`src/rtl/axis_wrr_packet_arbiter_pkg.sv`:
```
// Shared types for the packet-level WRR arbiter: AXI-Stream beat structs,
// the arbiter state enum and the rotating priority pick helper.
package axis_arb_pkg;

    localparam int AXIS_DATA_WIDTH = 32;
    localparam int RR_MAX_CH       = 16;
    localparam int RR_IDX_W        = 4;

    typedef struct packed {
        logic [AXIS_DATA_WIDTH-1:0] tdata;
        logic                       tlast;
        logic                       tvalid;
    } axis_mosi_t;

    typedef struct packed {
        logic tready;
    } axis_miso_t;

    typedef enum logic {
        IDLE  = 1'b0,
        GRANT = 1'b1
    } arb_state_e;

    // Rotate so that ptr sits at bit 0, find the first set bit, then map back.
    // Result is {found, index}; n is the number of live channels (<= RR_MAX_CH).
    function automatic logic [RR_IDX_W:0] rr_pick(
        input logic [RR_MAX_CH-1:0] valid_vec,
        input logic [RR_IDX_W-1:0]  ptr,
        input logic [RR_IDX_W:0]    n
    );
        logic [RR_MAX_CH-1:0] rot;
        logic [RR_IDX_W:0]    src;
        logic [RR_IDX_W:0]    first;
        logic [RR_IDX_W:0]    idx;
        logic                 found;
        rot   = '0;
        found = 1'b0;
        first = '0;
        for (int i = 0; i < RR_MAX_CH; i++) begin
            src = {1'b0, ptr} + (RR_IDX_W+1)'(i);
            if (src >= n) src = src - n;
            if (i < int'(n)) rot[i] = valid_vec[RR_IDX_W'(src)];
        end
        for (int i = RR_MAX_CH - 1; i >= 0; i--) begin
            if (rot[i]) begin
                found = 1'b1;
                first = (RR_IDX_W+1)'(i);
            end
        end
        idx = {1'b0, ptr} + first;
        if (idx >= n) idx = idx - n;
        return {found, RR_IDX_W'(idx)};
    endfunction

endpackage

```
`src/rtl/axis_wrr_packet_arbiter_picker.sv`:
```
// Combinational round-robin picker: first asserted request at or after ptr_i,
// wrapping modulo CHANNEL_NUMBER.
module rr_priority_picker
    import axis_arb_pkg::*;
#(
    parameter int CHANNEL_NUMBER       = 5,
    parameter int CHANNEL_NUMBER_WIDTH = $clog2(CHANNEL_NUMBER)
) (
    input  logic [CHANNEL_NUMBER-1:0]       valid_i,
    input  logic [CHANNEL_NUMBER_WIDTH-1:0] ptr_i,
    output logic                            found_o,
    output logic [CHANNEL_NUMBER_WIDTH-1:0] idx_o
);

    logic [RR_IDX_W:0] pick;

    always_comb begin
        pick = rr_pick(RR_MAX_CH'(valid_i), RR_IDX_W'(ptr_i), (RR_IDX_W+1)'(CHANNEL_NUMBER));
    end

    assign found_o = pick[RR_IDX_W];
    assign idx_o   = CHANNEL_NUMBER_WIDTH'(pick[RR_IDX_W-1:0]);

endmodule

```
`src/rtl/axis_wrr_packet_arbiter.sv`:
```
// Packet-level weighted round-robin merge of CHANNEL_NUMBER AXI-Stream inputs
// onto one output; a grant lasts up to weight packets before rotating.
//
//   state | meaning
//   IDLE  | no grant; scan requests from rr_ptr, register winner and credit
//   GRANT | zero-latency pass-through of granted input until credit runs out
module axis_wrr_packet_arbiter
    import axis_arb_pkg::*;
#(
    parameter int DATA_WIDTH           = AXIS_DATA_WIDTH,
    parameter int CHANNEL_NUMBER       = 5,
    parameter int CHANNEL_NUMBER_WIDTH = $clog2(CHANNEL_NUMBER),
    parameter int WEIGHT_WIDTH         = 4
) (
    input  logic                                         clk_i,
    input  logic                                         rst_n_i,
    input  axis_mosi_t [CHANNEL_NUMBER-1:0]              in_mosi_i,
    output axis_miso_t [CHANNEL_NUMBER-1:0]              in_miso_o,
    output axis_mosi_t                                   out_mosi_o,
    input  axis_miso_t                                   out_miso_i,
    input  logic [CHANNEL_NUMBER-1:0][WEIGHT_WIDTH-1:0]  weight_i,
    output logic [CHANNEL_NUMBER_WIDTH-1:0]              grant_o,
    output logic                                         busy_o
);

    if (DATA_WIDTH != AXIS_DATA_WIDTH || CHANNEL_NUMBER < 2 || CHANNEL_NUMBER > RR_MAX_CH) begin : g_param_check
        $error("axis_wrr_packet_arbiter: unsupported parameter set");
    end

    arb_state_e                      state_q, state_d;
    logic [CHANNEL_NUMBER_WIDTH-1:0] grant_q, grant_d;
    logic [CHANNEL_NUMBER_WIDTH-1:0] rr_ptr_q, rr_ptr_d;
    logic [WEIGHT_WIDTH-1:0]         credit_q, credit_d;

    logic [CHANNEL_NUMBER-1:0]       req_vec;
    logic                            pick_found;
    logic [CHANNEL_NUMBER_WIDTH-1:0] pick_idx;
    logic [WEIGHT_WIDTH-1:0]         weight_pick;
    axis_mosi_t                      sel_mosi;
    logic                            eop;

    always_comb begin
        for (int i = 0; i < CHANNEL_NUMBER; i++) req_vec[i] = in_mosi_i[i].tvalid;
    end

    rr_priority_picker #(
        .CHANNEL_NUMBER       (CHANNEL_NUMBER),
        .CHANNEL_NUMBER_WIDTH (CHANNEL_NUMBER_WIDTH)
    ) u_picker (
        .valid_i (req_vec),
        .ptr_i   (rr_ptr_q),
        .found_o (pick_found),
        .idx_o   (pick_idx)
    );

    assign weight_pick = weight_i[pick_idx];
    assign sel_mosi    = in_mosi_i[grant_q];
    assign eop         = sel_mosi.tvalid & out_miso_i.tready & sel_mosi.tlast;

    always_comb begin
        state_d    = state_q;
        grant_d    = grant_q;
        rr_ptr_d   = rr_ptr_q;
        credit_d   = credit_q;
        out_mosi_o = '0;
        in_miso_o  = '0;
        case (state_q)
            IDLE: begin
                if (pick_found) begin
                    grant_d  = pick_idx;
                    credit_d = (weight_pick == '0) ? WEIGHT_WIDTH'(1) : weight_pick;
                    state_d  = GRANT;
                end
            end
            GRANT: begin
                out_mosi_o                = sel_mosi;
                in_miso_o[grant_q].tready = out_miso_i.tready;
                if (eop) begin
                    credit_d = credit_q - WEIGHT_WIDTH'(1);
                    // Remaining credit keeps the grant with no arbitration bubble.
                    if (credit_d == '0 || !sel_mosi.tvalid) begin
                        state_d  = IDLE;
                        rr_ptr_d = (grant_q == CHANNEL_NUMBER_WIDTH'(CHANNEL_NUMBER - 1))
                                 ? '0 : grant_q + CHANNEL_NUMBER_WIDTH'(1);
                    end
                end
            end
            default: state_d = IDLE;
        endcase
    end

    always_ff @(posedge clk_i or negedge rst_n_i) begin
        if (!rst_n_i) begin
            state_q  <= IDLE;
            grant_q  <= '0;
            rr_ptr_q <= '0;
            credit_q <= '0;
        end else begin
            state_q  <= state_d;
            grant_q  <= grant_d;
            rr_ptr_q <= rr_ptr_d;
            credit_q <= credit_d;
        end
    end

    assign grant_o = grant_q;
    assign busy_o  = (state_q == GRANT);

endmodule

```
`config.mk`:
```
export PLATFORM = sky130hd
export DESIGN_NAME = axis_wrr_packet_arbiter
export DESIGN_NICKNAME = d
export VERILOG_FILES = /design/src/rtl/axis_wrr_packet_arbiter_pkg.sv /design/src/rtl/axis_wrr_packet_arbiter_picker.sv /design/src/rtl/axis_wrr_packet_arbiter.sv
export SDC_FILE = /design/constraint.sdc
export NUM_CORES = 1
export LEC_CHECK = 0
export CAP_MARGIN = 10
export CORE_MARGIN = 3
export CORE_UTILIZATION = 37
export DETAILED_ROUTE_END_ITERATION = 6
export PLACE_DENSITY_LB_ADDON = 0.25
export SYNTH_ARGS = -nofsm -noshare
export SYNTH_HDL_FRONTEND = slang
export SYNTH_SLANG_ARGS = --single-unit
```
`constraint.sdc`:
```
create_clock -name clk_i -period 7.6 [get_ports clk_i]
set_clock_uncertainty 0.05 [all_clocks]
set_input_delay 1.52 -clock clk_i [delete_from_list [all_inputs] [get_ports clk_i]]
set_output_delay 1.52 -clock clk_i [all_outputs]
set_load 0.01 [all_outputs]
```
==> results by stage, run 1 <==
Place:
- The last weighted congestion value of the routability-driven placer is between 0.9 and 1.
- The port buffer count is about 240.
- The half-perimeter wire length after detailed placement is roughly 12 mm.

Routing:
- The average wire length per cell after detail routing is between 15 and 20 um.
- The number of iterations in the first detailed-routing pass is 5.
- For this run, design rule violations remaining after detail routing come to 0.
- The detailed router's first-iteration violation count is around 370.
- In the routed layout, each cell is associated on average with a via count of 5.64.
- The final layout contains routed wiring with a total length of 15.2 mm.
- The detail route stage leaves a number of antenna-violating nets equal to 0.
- The via total after detailed routing is between 4000 and 5000.

Global route:
- The first-pass GRT wire length is approximately 24 mm.
- The pin count of the biggest net entering global routing is 52.
- The initial antenna violation count was 0.
- The via count of the first global-routing pass is 4164.
- Global routing consumed, over all layers together, 27.4% of the routing resources.
- For this run the aggregate overflow at the end of global routing stands at 0.

Setup path:
- STA classifies the critical path startpoint as a primary input.
- The most critical setup path has its startpoint at in_mosi_i[102].
- STA classifies the critical path endpoint as a flop.
- The critical path is of the in2reg type.
- The required time of the critical path is about 7.7 ns.
- The origin of the critical flop-to-flop path is rr_ptr_q[1]$_DFFE_PN0P_.
- Of all nets on the critical path, the largest fanout is 8.
- The data arrival at the endpoint of the critical path is just under 7 ns.

STA:
- Hold timing on the final database bottoms out at a slack of between 0.5 and 0.6 ns.
- The hold violation total from the final report was 0.
- The number of slew-limit violations in the final report is 0.
- After layout, the worst path uses between 80% and 90% of the clock period.
- Summed over all failing endpoints, the final setup total negative slack is 0 ns.
- After layout, the minimum clock period comes to between 6 and 7 ns.
- Measured against its own limit, the worst slew margin works out to approximately a third.
- The actual slew at the worst max-slew pin is 1.02 ns.
- Setup violations remaining at the end of the flow were counted as 0.
- The achievable clock frequency is roughly 150 MHz.
- Setup repair after global routing left no endpoint under its margin.

Floorplan:
- The die span in y is a little over 100 um.
- The effective utilization at floorplan is 38.2%.
- Pin placement for this block handled between 200 and 250 I/O pins.
- The floorplan step set the die width to ~100 um.
- The area of the core is 0.00924 mm2.
- The floorplan has 35 rows.
- The die covers about 0.011 mm2.

CTS:
- TritonCTS built the clock tree.
- The total number of clock tree sinks is 11.
- In this run the deepest clock path goes through 2 buffers.
- The deepest level of the CTS H-tree is 1.
- Clock latency on the worst-skew pair, taken at its later pin, is roughly 0.24 ns.
- The CTS clock-pin slew for the worst setup and hold paths is approximately 0.050 ns.
- The post-CTS repair timing setup buffer count is 0.
- The number of clock buffers added by TritonCTS is 3.
- The count of instances resized after the clock tree is built is 0.
- After clock tree synthesis, the flow added hold-fix buffers numbering 0.
- The cell sitting at the root of the clock tree is a sky130_fd_sc_hd__clkbuf_8.

Synth:
- The sequential cell area fraction in the yosys report is 7.79%.
- In this run, distinct cell masters in the synthesized netlist total 67.
- The synthesized design devotes to its leading area cell type 22.3% of total area.
- Among all flip-flop cells after synthesis, the most frequent one is sky130_fd_sc_hd__dfrtp_1.
- During synthesis, Yosys emitted a total of 0 warnings.
- A synthesized cell averages around 8.4 um2.
- The summed instance area of the synthesized netlist is about 0.0035 mm2.
- The number of storage elements in the synthesis netlist is 11.
- In the synthesized netlist, the number of instances is ~420.
- The cell type with the largest total area after synthesis is sky130_fd_sc_hd__mux4_2.
- The count of flip-flops with a built-in enable after synthesis is 0.
- In the post-synthesis netlist, the biggest area contributors are sky130_fd_sc_hd__mux4_2 22%, sky130_fd_sc_hd__ha_1 8.1%, sky130_fd_sc_hd__dfrtp_1 7.8%.
- The share of synthesized flip-flops with an asynchronous set or reset is between 90% and 100%.
- Synthesis produced a netlist with a net count of between 600 and 700.

Power:
- The power per standard cell area is around 590 mW/mm2.
- The leakage power summed over all cells is around 2.2 nW.
- The worst-case IR drop observed on VDD is approximately 0.87 mV.

Run status:
- The flow ran to the end, and the final reports show no timing, DRC or antenna violations.

Layout:
- The post-route netlist has around 11% of its cells at a drive strength greater than 1.
- The most common library cell in the layout ignoring fill and taps is sky130_fd_sc_hd__clkdlybuf4s50_1.
- The number of antenna diodes is 0.
- Leaving out fill and tap cells, the most frequent cells in the layout are 235 x sky130_fd_sc_hd__clkdlybuf4s50_1, 51 x sky130_fd_sc_hd__a21oi_1, 48 x sky130_fd_sc_hd__nor2_1.
- For this run, the post-layout net count is approximately 850.
- The area growth from synthesis to layout is 69.9%.

Worst hold path:
- In this run the most critical hold path is launched from credit_q[3]$_DFFE_PN0P_.
- The tightest min-delay check is of the reg2reg type.

Run:
- Across the run, the number of max-cap violations was 0.
==> report_power, final <==
group / internal [W] / switching (W) / total, W
Sequential: 0.0000819 / 0.0000600 / 0.000142
Clock: 0.0000368 / 0.0000211 / 0.0000579
Combinational: 0.00159 / 0.00174 / 0.00333
Total: 0.00171 / 0.00183 / 0.00353
==> cell type report <==
| cell class | count | area [um2] |
|---|---|---|
| clock buffer | 4 | 45.0 |
| fill | 740 | 3240 |
| inverter | 17 | 63.8 |
| multi-input combinational | 364 | 3060 |
| sequential | 11 | 278 |
| tap | 129 | 161 |
| timing repair buffer | 240 | 2390 |
==> synth_stat cells (all sizes together), types with 5 or more instances <==
library cell	count
nand2	21
nor3b	5
nor3	6
mux4	35
mux2	12
xnor2	5
a221oi	5
a211oi	12
nand3	6
nor2	49
mux2i	12
o31ai	5
dfrtp	11
ha	23
nor2b	34
clkbuf	20
buf	11
inv	15
a21oi	51
o21ai	16
==> kinds of logic after synthesis <==
group,count (synthesis),synth area share [%]
AO/OA/AOI/OAI,126,24.6
flip-flops,11,7.79
XOR/XNOR,9,2.44
multiplexers,59,29.5
buffers and inverters,48,5.56
AND/OR/NAND/NOR,145,21.1
adder cells (fa/ha/maj),25,8.99
==> critical path, cell delays in order <==
cell and delay, ns:
sky130_fd_sc_hd__clkdlybuf4s50_1 0.63, sky130_fd_sc_hd__mux4_2 0.29, sky130_fd_sc_hd__nor4b_1 0.05, sky130_fd_sc_hd__or4b_1 0.58
sky130_fd_sc_hd__nand3_1 0.12, sky130_fd_sc_hd__a21oi_1 0.07, sky130_fd_sc_hd__ha_1 0.24, sky130_fd_sc_hd__fa_1 0.64
sky130_fd_sc_hd__inv_1 0.12, sky130_fd_sc_hd__ha_1 0.22, sky130_fd_sc_hd__or3_4 0.38, sky130_fd_sc_hd__a221oi_4 0.42
sky130_fd_sc_hd__mux2i_1 0.57, sky130_fd_sc_hd__mux2_2 0.41, sky130_fd_sc_hd__a221oi_2 0.29, sky130_fd_sc_hd__a211oi_1 0.08
sky130_fd_sc_hd__a221o_1 0.27
==> sequential cells by signal, indices dropped and copies added, names as in the netlist <==
| signal | count |
|---|---|
| rr_ptr_q | 3 |
| credit_q | 4 |
| busy_o | 1 |
| grant_o | 3 |
==> metal layers <==
metal	vias up	global-route usage, %	part of all wire [%]
li1	2046	-	-
met1	2030	38.1	43
met2	229	43.6	47
met3	12	7.29	9.0
met4	0	4.37	1.2
met5	-	0	0
==> worst paths after layout <==
kind | end | slack (ns) | depth (start not counted)
worst max-delay path | credit_q[3]$_DFFE_PN0P_ | 0.76 | 17
worst max register to register | credit_q[3]$_DFFE_PN0P_ | 1.02 | 18
worst min-delay path | credit_q[3]$_DFFE_PN0P_ | 0.54 | 1
worst min register to register | credit_q[3]$_DFFE_PN0P_ | 0.54 | 1
max in group asynchronous | grant_o[2]$_DFFE_PN0P_ | 5.53 | 1
min in group asynchronous | grant_o[1]$_DFFE_PN0P_ | 1.59 | 1
==> metrics by stage <==
step	instance area [um2]	setup WS, ns	total power [W]	util (%)	std cells
2_1_floorplan	3530	1.67	0.00251	-	423
3_3_place_gp	5960	0.723	0.00334	64.5	761
3_5_place_dp	5960	0.540	0.00344	64.5	761
4_1_cts	6000	0.785	0.00351	65.0	765
5_1_grt	6000	0.399	0.00386	65.0	765
6_report	6000	0.761	0.00353	65.0	765
Power figures use the tool's default switching activity.
==> run 2: changes to the inputs <==
--- a/config.mk
+++ b/config.mk
@@ -6,8 +6,8 @@
 export NUM_CORES = 1
 export LEC_CHECK = 0
 export CAP_MARGIN = 10
-export CORE_MARGIN = 3
-export CORE_UTILIZATION = 37
+export CORE_MARGIN = 2
+export CORE_UTILIZATION = 40
 export DETAILED_ROUTE_END_ITERATION = 6
 export PLACE_DENSITY_LB_ADDON = 0.25
 export SYNTH_ARGS = -nofsm -noshare
==> constraint.sdc (replaced) <==
create_clock -name clk_i -period 8.4 [get_ports clk_i]
set_clock_uncertainty 0.05 [all_clocks]
set_input_delay 1.68 -clock clk_i [delete_from_list [all_inputs] [get_ports clk_i]]
set_output_delay 1.68 -clock clk_i [all_outputs]
set_load 0.01 [all_outputs]
==> results by stage, run 2 (synthesis results as in run 1) <==
Run status:
- The flow ran to the end, and the final reports show no timing, DRC or antenna violations.

Layout:
- Cells fill just under 70% of the core in the end.
- The register with the most flip-flops in the layout has 4 of them.
- The finished cells cover 0.00597 mm2.
- The library cells used most frequently in the layout, excluding fill and tap cells, are 235 x sky130_fd_sc_hd__clkdlybuf4s50_1, 51 x sky130_fd_sc_hd__a21oi_1, 48 x sky130_fd_sc_hd__nor2_1.
- The most common library cell in the layout ignoring fill and taps is sky130_fd_sc_hd__clkdlybuf4s50_1.
- The final net count is between 800 and 900.
- The area overhead of the layout relative to synthesis is 68.9%.
- Ranked by flip-flop count, first place goes to credit_q.
- The fraction of layout cells with a size suffix above 1 is a little over a tenth.
- The number of antenna diodes is 0.
- The total of fill cells in the finished design is between 700 and 800.

Setup path:
- The critical setup path kind is in2reg.
- STA classifies the critical path endpoint as a flop.
- For flop-to-flop paths, the worst setup slack is 1.45 ns.
- STA puts the critical path data arrival time at 7.07 ns.
- The worst setup path is launched from a primary input.
- The maximum fanout along the worst path is 8.
- The required time of the critical path is ~8.5 ns.

Global route:
- The global routing usage summed across all routing layers is a little under a third.
- The first global-routing pass estimated 23.6 mm of wire.
- For this run the aggregate overflow at the end of global routing stands at 0.
- The pin count of the biggest net entering global routing is 50.
- The initial antenna violation count is 0.
- The via count of the first global-routing pass is about 4300.

Place:
- The half-perimeter wire length after detailed placement is ~12 mm.
- At the end of routability-driven placement, the weighted congestion stood at approximately 0.94.
- During placement, the flow inserted port buffers numbering about 240.
- Timing analysis after detailed placement gives a worst setup slack of approximately 1.2 ns.
- The total cell area at the placement stage is 0.00592 mm2.

Floorplan:
- Once the floorplan was initialized, standard cells occupied approximately 40% of the core.
- The die is 98.0 um tall.
- The number of top-level pins is roughly 240.
- In this run the horizontal extent of the chip is ~98 um.
- The region available for standard cell placement spans around 0.0086 mm2.
- After floorplanning, the core was divided into 34 placement rows.
- The overall die area is 0.00960 mm2.

Power:
- The power per standard cell area is roughly 540 mW/mm2.
- The worst supply voltage drop on vdd is 0.900 mV.
- The analysis attributes to cell leakage a power of between 2 and 2.5 nW.

STA:
- For this run, the top clock speed supported by timing is between 100 and 150 MHz.
- The worst pin sits at a relative slew slack of roughly a third.
- The hold violation total from the final report was 0.
- In the finished design, the share of the clock period the worst path needs comes to 83.3%.
- The number of slew-limit violations in the final report is 0.
- Subtracting the final worst setup slack from the clock period gives around 7.0 ns.
- Setup violations remaining at the end of the flow were counted as 0.
- At the pin with the least slew margin, the transition time is approximately 1 ns.
- The post-route worst setup slack is approximately 1.4 ns.
- Setup repair after global routing left no endpoint under its margin.
- The post-route setup TNS is 0 ns.

CTS:
- The insertion delay to the later sink of the worst-skew pair is between 0.2 and 0.3 ns.
- Clock-pin slew was measured on the worst setup and hold paths at roughly 0.050 ns.
- The total number of clock tree sinks is 11.
- The cell sitting at the root of the clock tree is a sky130_fd_sc_hd__clkbuf_8.
- The clock passes through at most 2 buffers.
- In this run the number of H-tree levels came out at 1.
- TritonCTS built the clock tree.
- The TritonCTS buffer count is 3.
- In this run, post-CTS hold repair placed 0 buffers.
- The count of instances resized after the clock tree is built is 0.
- The post-CTS repair timing setup buffer count is 0.

Routing:
- The number of iterations in the first detailed-routing pass is 5.
- The residual antenna-violating net count after detailed routing is 0.
- After detailed routing, the number of vias per cell comes to approximately 5.8.
- The detailed router's first-iteration violation count is 277.
- After detailed routing, the number of remaining DRC violations is 0.
- After detailed routing, the total wire length is 15.4 mm.
- After detailed routing, the average wire length per cell comes to 20.8 um.
- Detailed routing inserted a total of about 4300 vias.

Worst hold path:
- The classification of the worst-slack hold path is reg2reg.

Run:
- The number of maximum-capacitance violations is 0.
## run 2: cell types whose count changed in the layout (fill, tap and decap cells not counted)
| cell | delta |
|---|---|
| sky130_fd_sc_hd__buf_4 | -1 |
## run 2: area by class of cell
cell class                      count  area (um2)  share of cell area (%)
Multi-Input combinational cell    364        3060                    51.3
Timing Repair Buffer              239        2380                    39.9
Sequential cell                    11         278                    4.65
Tap cell                          108         135                    2.26
Inverter                           17        63.8                    1.07
Clock buffer                        4        45.0                   0.755
## run 2: worst max-delay path, stage by stage
cell	delay, ns
sky130_fd_sc_hd__clkdlybuf4s50_1	0.64
sky130_fd_sc_hd__mux4_2	0.29
sky130_fd_sc_hd__nor4b_1	0.05
sky130_fd_sc_hd__or4b_1	0.56
sky130_fd_sc_hd__nand3_1	0.11
sky130_fd_sc_hd__a21oi_1	0.07
sky130_fd_sc_hd__ha_1	0.24
sky130_fd_sc_hd__fa_1	0.63
sky130_fd_sc_hd__inv_1	0.10
sky130_fd_sc_hd__ha_1	0.20
sky130_fd_sc_hd__or3_4	0.38
sky130_fd_sc_hd__a221oi_4	0.42
sky130_fd_sc_hd__mux2i_1	0.61
sky130_fd_sc_hd__mux2_2	0.42
sky130_fd_sc_hd__a221oi_2	0.29
sky130_fd_sc_hd__a211oi_1	0.08
sky130_fd_sc_hd__a221o_1	0.28
## run 2: path summary, 6_finish.rpt
path                                          from                 endpoint  cells past startpoint
max reg2reg                rr_ptr_q[0]$_DFFE_PN0P_  credit_q[3]$_DFFE_PN0P_                     18
min in group asynchronous                  rst_n_i   grant_o[1]$_DFFE_PN0P_                      1
max                                  in_mosi_i[34]  credit_q[3]$_DFFE_PN0P_                     17
min                         grant_o[2]$_DFFE_PN0P_   grant_o[2]$_DFFE_PN0P_                      1
min reg2reg                 grant_o[2]$_DFFE_PN0P_   grant_o[2]$_DFFE_PN0P_                      1
max in group asynchronous                  rst_n_i   grant_o[0]$_DFFE_PN0P_                      1
## run 2: power by group
part / switching [W] / internal (W)
Combinational: 0.00163 / 0.00144
Sequential: 0.0000423 / 0.0000744
Clock: 0.0000218 / 0.0000335
Total: 0.00170 / 0.00154
## run 2: through the flow
| step | cells | total power (W) | hold WS (ns) |
|---|---|---|---|
| after floorplan | 423 | 0.00227 | 0.478 |
| after global placement | 739 | 0.00304 | 0.473 |
| after detailed placement | 739 | 0.00314 | 0.485 |
| after CTS | 743 | 0.00321 | 0.499 |
| after global routing | 743 | 0.00350 | 0.529 |
| final | 743 | 0.00324 | 0.507 |
## run 2: routing by layer
layer | wire length (um) | global-route usage, %
met1 | 6510 | 42.3
met2 | 7310 | 50.7
met3 | 1470 | 7.30
met4 | 157 | 3.31
met5 | 0 | 0
==> run 3: changes to the inputs <==
--- a/config.mk
+++ b/config.mk
@@ -7,7 +7,7 @@
 export LEC_CHECK = 0
 export CAP_MARGIN = 10
 export CORE_MARGIN = 2
-export CORE_UTILIZATION = 40
+export CORE_UTILIZATION = 37
 export DETAILED_ROUTE_END_ITERATION = 6
 export PLACE_DENSITY_LB_ADDON = 0.25
 export SYNTH_ARGS = -nofsm -noshare
==> constraint.sdc (replaced) <==
create_clock -name clk_i -period 7.2 [get_ports clk_i]
set_clock_uncertainty 0.05 [all_clocks]
set_input_delay 1.44 -clock clk_i [delete_from_list [all_inputs] [get_ports clk_i]]
set_output_delay 1.44 -clock clk_i [all_outputs]
set_load 0.01 [all_outputs]
==> results by stage, run 3 (synthesis results as in run 1) <==
STA:
- The post-route setup TNS is 0 ns.
- On the final layout, the worst hold slack is 0.526 ns.
- The achievable clock frequency is 148 MHz.
- The actual slew at the worst max-slew pin is 0.990 ns.
- The worst path in the final design needs a cycle of approximately 6.8 ns, including I/O delays and setup.
- After layout, the worst path uses 93.9% of the clock period.
- The number of slew-limit violations in the final report is 0.
- Setup repair after global routing left no endpoint under its margin.
- The total of endpoints with negative setup slack in the final report is 0.
- The hold violation total from the final report is 0.
- The worst slew margin relative to its limit is between 30% and 40%.

Layout:
- The final layout contains 854 nets.
- Fill cells in the final layout number about 800.
- The area overhead of the layout relative to synthesis is 69.9%.
- In the layout the commonest cells are 235 x sky130_fd_sc_hd__clkdlybuf4s50_1, 51 x sky130_fd_sc_hd__a21oi_1, 48 x sky130_fd_sc_hd__nor2_1.
- In the final layout, the share of cells above drive strength 1 is approximately 11%.
- Leaving out fill and tap cells, the most frequent cell in the layout is sky130_fd_sc_hd__clkdlybuf4s50_1.
- The number of antenna diodes is 0.
- The register with the most flip-flops in the layout has 4 of them.
- The register bank with the most flops is credit_q.

Routing:
- In the routed design, unresolved DRC markers number 0.
- The average wire length per cell after detail routing is 20.1 um.
- Dividing the detail-routed via count by the number of cells gives roughly 5.6.
- The post-route met1 wirelength is ~5.8 mm.
- The amount of wire on met3 after detailed routing is approximately 1.2 mm.
- In the detailed route, the total length drawn on met2 is 8.15 mm.
- The overall routed net length is 15.4 mm.
- The routed layout has 4284 vias.
- After the first detailed-routing iteration, the DRC count stood at between 200 and 300.
- The topmost layer with routed signal wires is met4.
- The residual antenna-violating net count after detailed routing is 0.
- The number of iterations in the first detailed-routing pass is 4.

CTS:
- TritonCTS built the clock tree.
- The count of instances resized after the clock tree is built is 0.
- Clock tree synthesis inserted a total of 3 buffers.
- The post-CTS repair timing setup buffer count is 0.
- The insertion delay to the later sink of the worst-skew pair is between 0.2 and 0.3 ns.
- The clock passes through at most 2 buffers.
- Clock tree synthesis selected as its root buffer the cell sky130_fd_sc_hd__clkbuf_8.
- Buffers inserted to repair hold after CTS numbered 0.
- CTS saw 11 sinks.
- CTS built an H-tree with a depth of 1.
- The CTS clock-pin slew for the worst setup and hold paths is about 0.050 ns.

Global route:
- The initial antenna violation count is 0.
- Entering global routing, the biggest net connects between 50 and 60 pins.
- The via count of the first global-routing pass is about 4200.
- In the global route stage, overall resource usage came out at between 20 and 30%.
- Global routing finished with a remaining overflow of 0.
- The first-pass GRT wire length is approximately 22 mm.

Floorplan:
- After floorplanning, the core was divided into 35 placement rows.
- From bottom edge to top edge, the die measures between 100 and 150 um.
- The number of top-level pins is roughly 240.
- The width of the die is 102 um.
- The effective utilization at floorplan is approximately two fifths.
- The die covers a little over 0.01 mm2.
- The total area inside the core boundary comes to 0.00924 mm2.

Worst hold path:
- The classification of the worst-slack hold path is reg2reg.

Place:
- The half-perimeter wire length after detailed placement is about 12 mm.
- Buffers placed on the I/O ports in this run total 235.
- The last weighted congestion value of the routability-driven placer is about 0.95.

Setup path:
- The data arrival at the endpoint of the critical path is roughly 6.8 ns.
- The maximum fanout along the worst path is 8.
- The worst setup path is captured at a flop.
- The required time of the critical path is about 7.3 ns.
- The worst setup path is launched from a primary input.
- The worst setup path is of the in2reg kind.

Power:
- The leakage power summed over all cells is between 2 and 2.5 nW.
- The power per standard cell area is slightly above 600 mW/mm2.
- The worst supply voltage drop on vdd is 0.798 mV.

Run status:
- The run finished with clean final reports.

Run:
- The number of maximum-capacitance violations is 0.
## run 3: path summary, 6_finish.rpt
path	startpoint	to	slack [ns]	cells after the start
setup / recovery	in_mosi_i[34]	credit_q[3]$_DFFE_PN0P_	0.44	17
hold / removal	credit_q[1]$_DFFE_PN0P_	credit_q[1]$_DFFE_PN0P_	0.53	1
setup reg to reg	rr_ptr_q[1]$_DFFE_PN0P_	credit_q[3]$_DFFE_PN0P_	0.52	18
hold reg to reg	credit_q[1]$_DFFE_PN0P_	credit_q[1]$_DFFE_PN0P_	0.53	1
max in group asynchronous	rst_n_i	grant_o[2]$_DFFE_PN0P_	5.24	1
min in group asynchronous	rst_n_i	credit_q[3]$_DFFE_PN0P_	1.49	1
## run 3: area by class of cell
class | count | area, um2 | area share (%)
multi-input cells | 364 | 3060 | 51.0
clock buffers | 3 | 41.3 | 0.688
inverters | 17 | 63.8 | 1.06
well taps | 129 | 161 | 2.69
flip-flops and latches | 11 | 278 | 4.63
clock inverters | 1 | 5.00 | 0.0834
repair buffers | 240 | 2390 | 39.8
## run 3: routing by layer
layer	vias to the layer above	track usage, %
met4	0	5.93
met1	2062	33.2
li1	2033	-
met3	19	5.18
met5	-	0
met2	170	51.5
## run 3: through the flow
| stage | worst slack, ns | total power, W | area [um2] | utilization (%) | std cells |
|---|---|---|---|---|---|
| 6_report | 0.437 | 0.00373 | 6000 | 65.0 | 765 |
| 4_1_cts | 0.468 | 0.00372 | 6000 | 65.0 | 765 |
| 3_3_place_gp | 0.443 | 0.00351 | 5960 | 64.5 | 761 |
| 5_1_grt | 0.0281 | 0.00405 | 6000 | 65.0 | 765 |
| 3_5_place_dp | 0.197 | 0.00364 | 5960 | 64.5 | 761 |
| 2_1_floorplan | 1.27 | 0.00265 | 3530 | - | 423 |
## run 3: worst max-delay path, stage by stage
cell and delay, ns:
sky130_fd_sc_hd__clkdlybuf4s50_1 0.63, sky130_fd_sc_hd__mux4_2 0.30, sky130_fd_sc_hd__nor4b_1 0.05, sky130_fd_sc_hd__or4b_1 0.55, sky130_fd_sc_hd__nand3_1 0.11, sky130_fd_sc_hd__a21oi_1 0.07
sky130_fd_sc_hd__ha_1 0.24, sky130_fd_sc_hd__fa_1 0.65, sky130_fd_sc_hd__inv_1 0.11, sky130_fd_sc_hd__ha_1 0.21, sky130_fd_sc_hd__or3_4 0.38, sky130_fd_sc_hd__a221oi_4 0.40
sky130_fd_sc_hd__mux2i_1 0.61, sky130_fd_sc_hd__mux2_2 0.41, sky130_fd_sc_hd__a221oi_2 0.30, sky130_fd_sc_hd__a211oi_1 0.08, sky130_fd_sc_hd__a221o_1 0.28
## run 3: report_power, final
| part | switching [W] | total, W | internal [W] |
|---|---|---|---|
| sequential | 0.000102 | 0.000188 | 0.0000858 |
| combinational | 0.00180 | 0.00348 | 0.00167 |
| clock | 0.0000277 | 0.0000661 | 0.0000383 |
| total | 0.00193 | 0.00373 | 0.00180 |
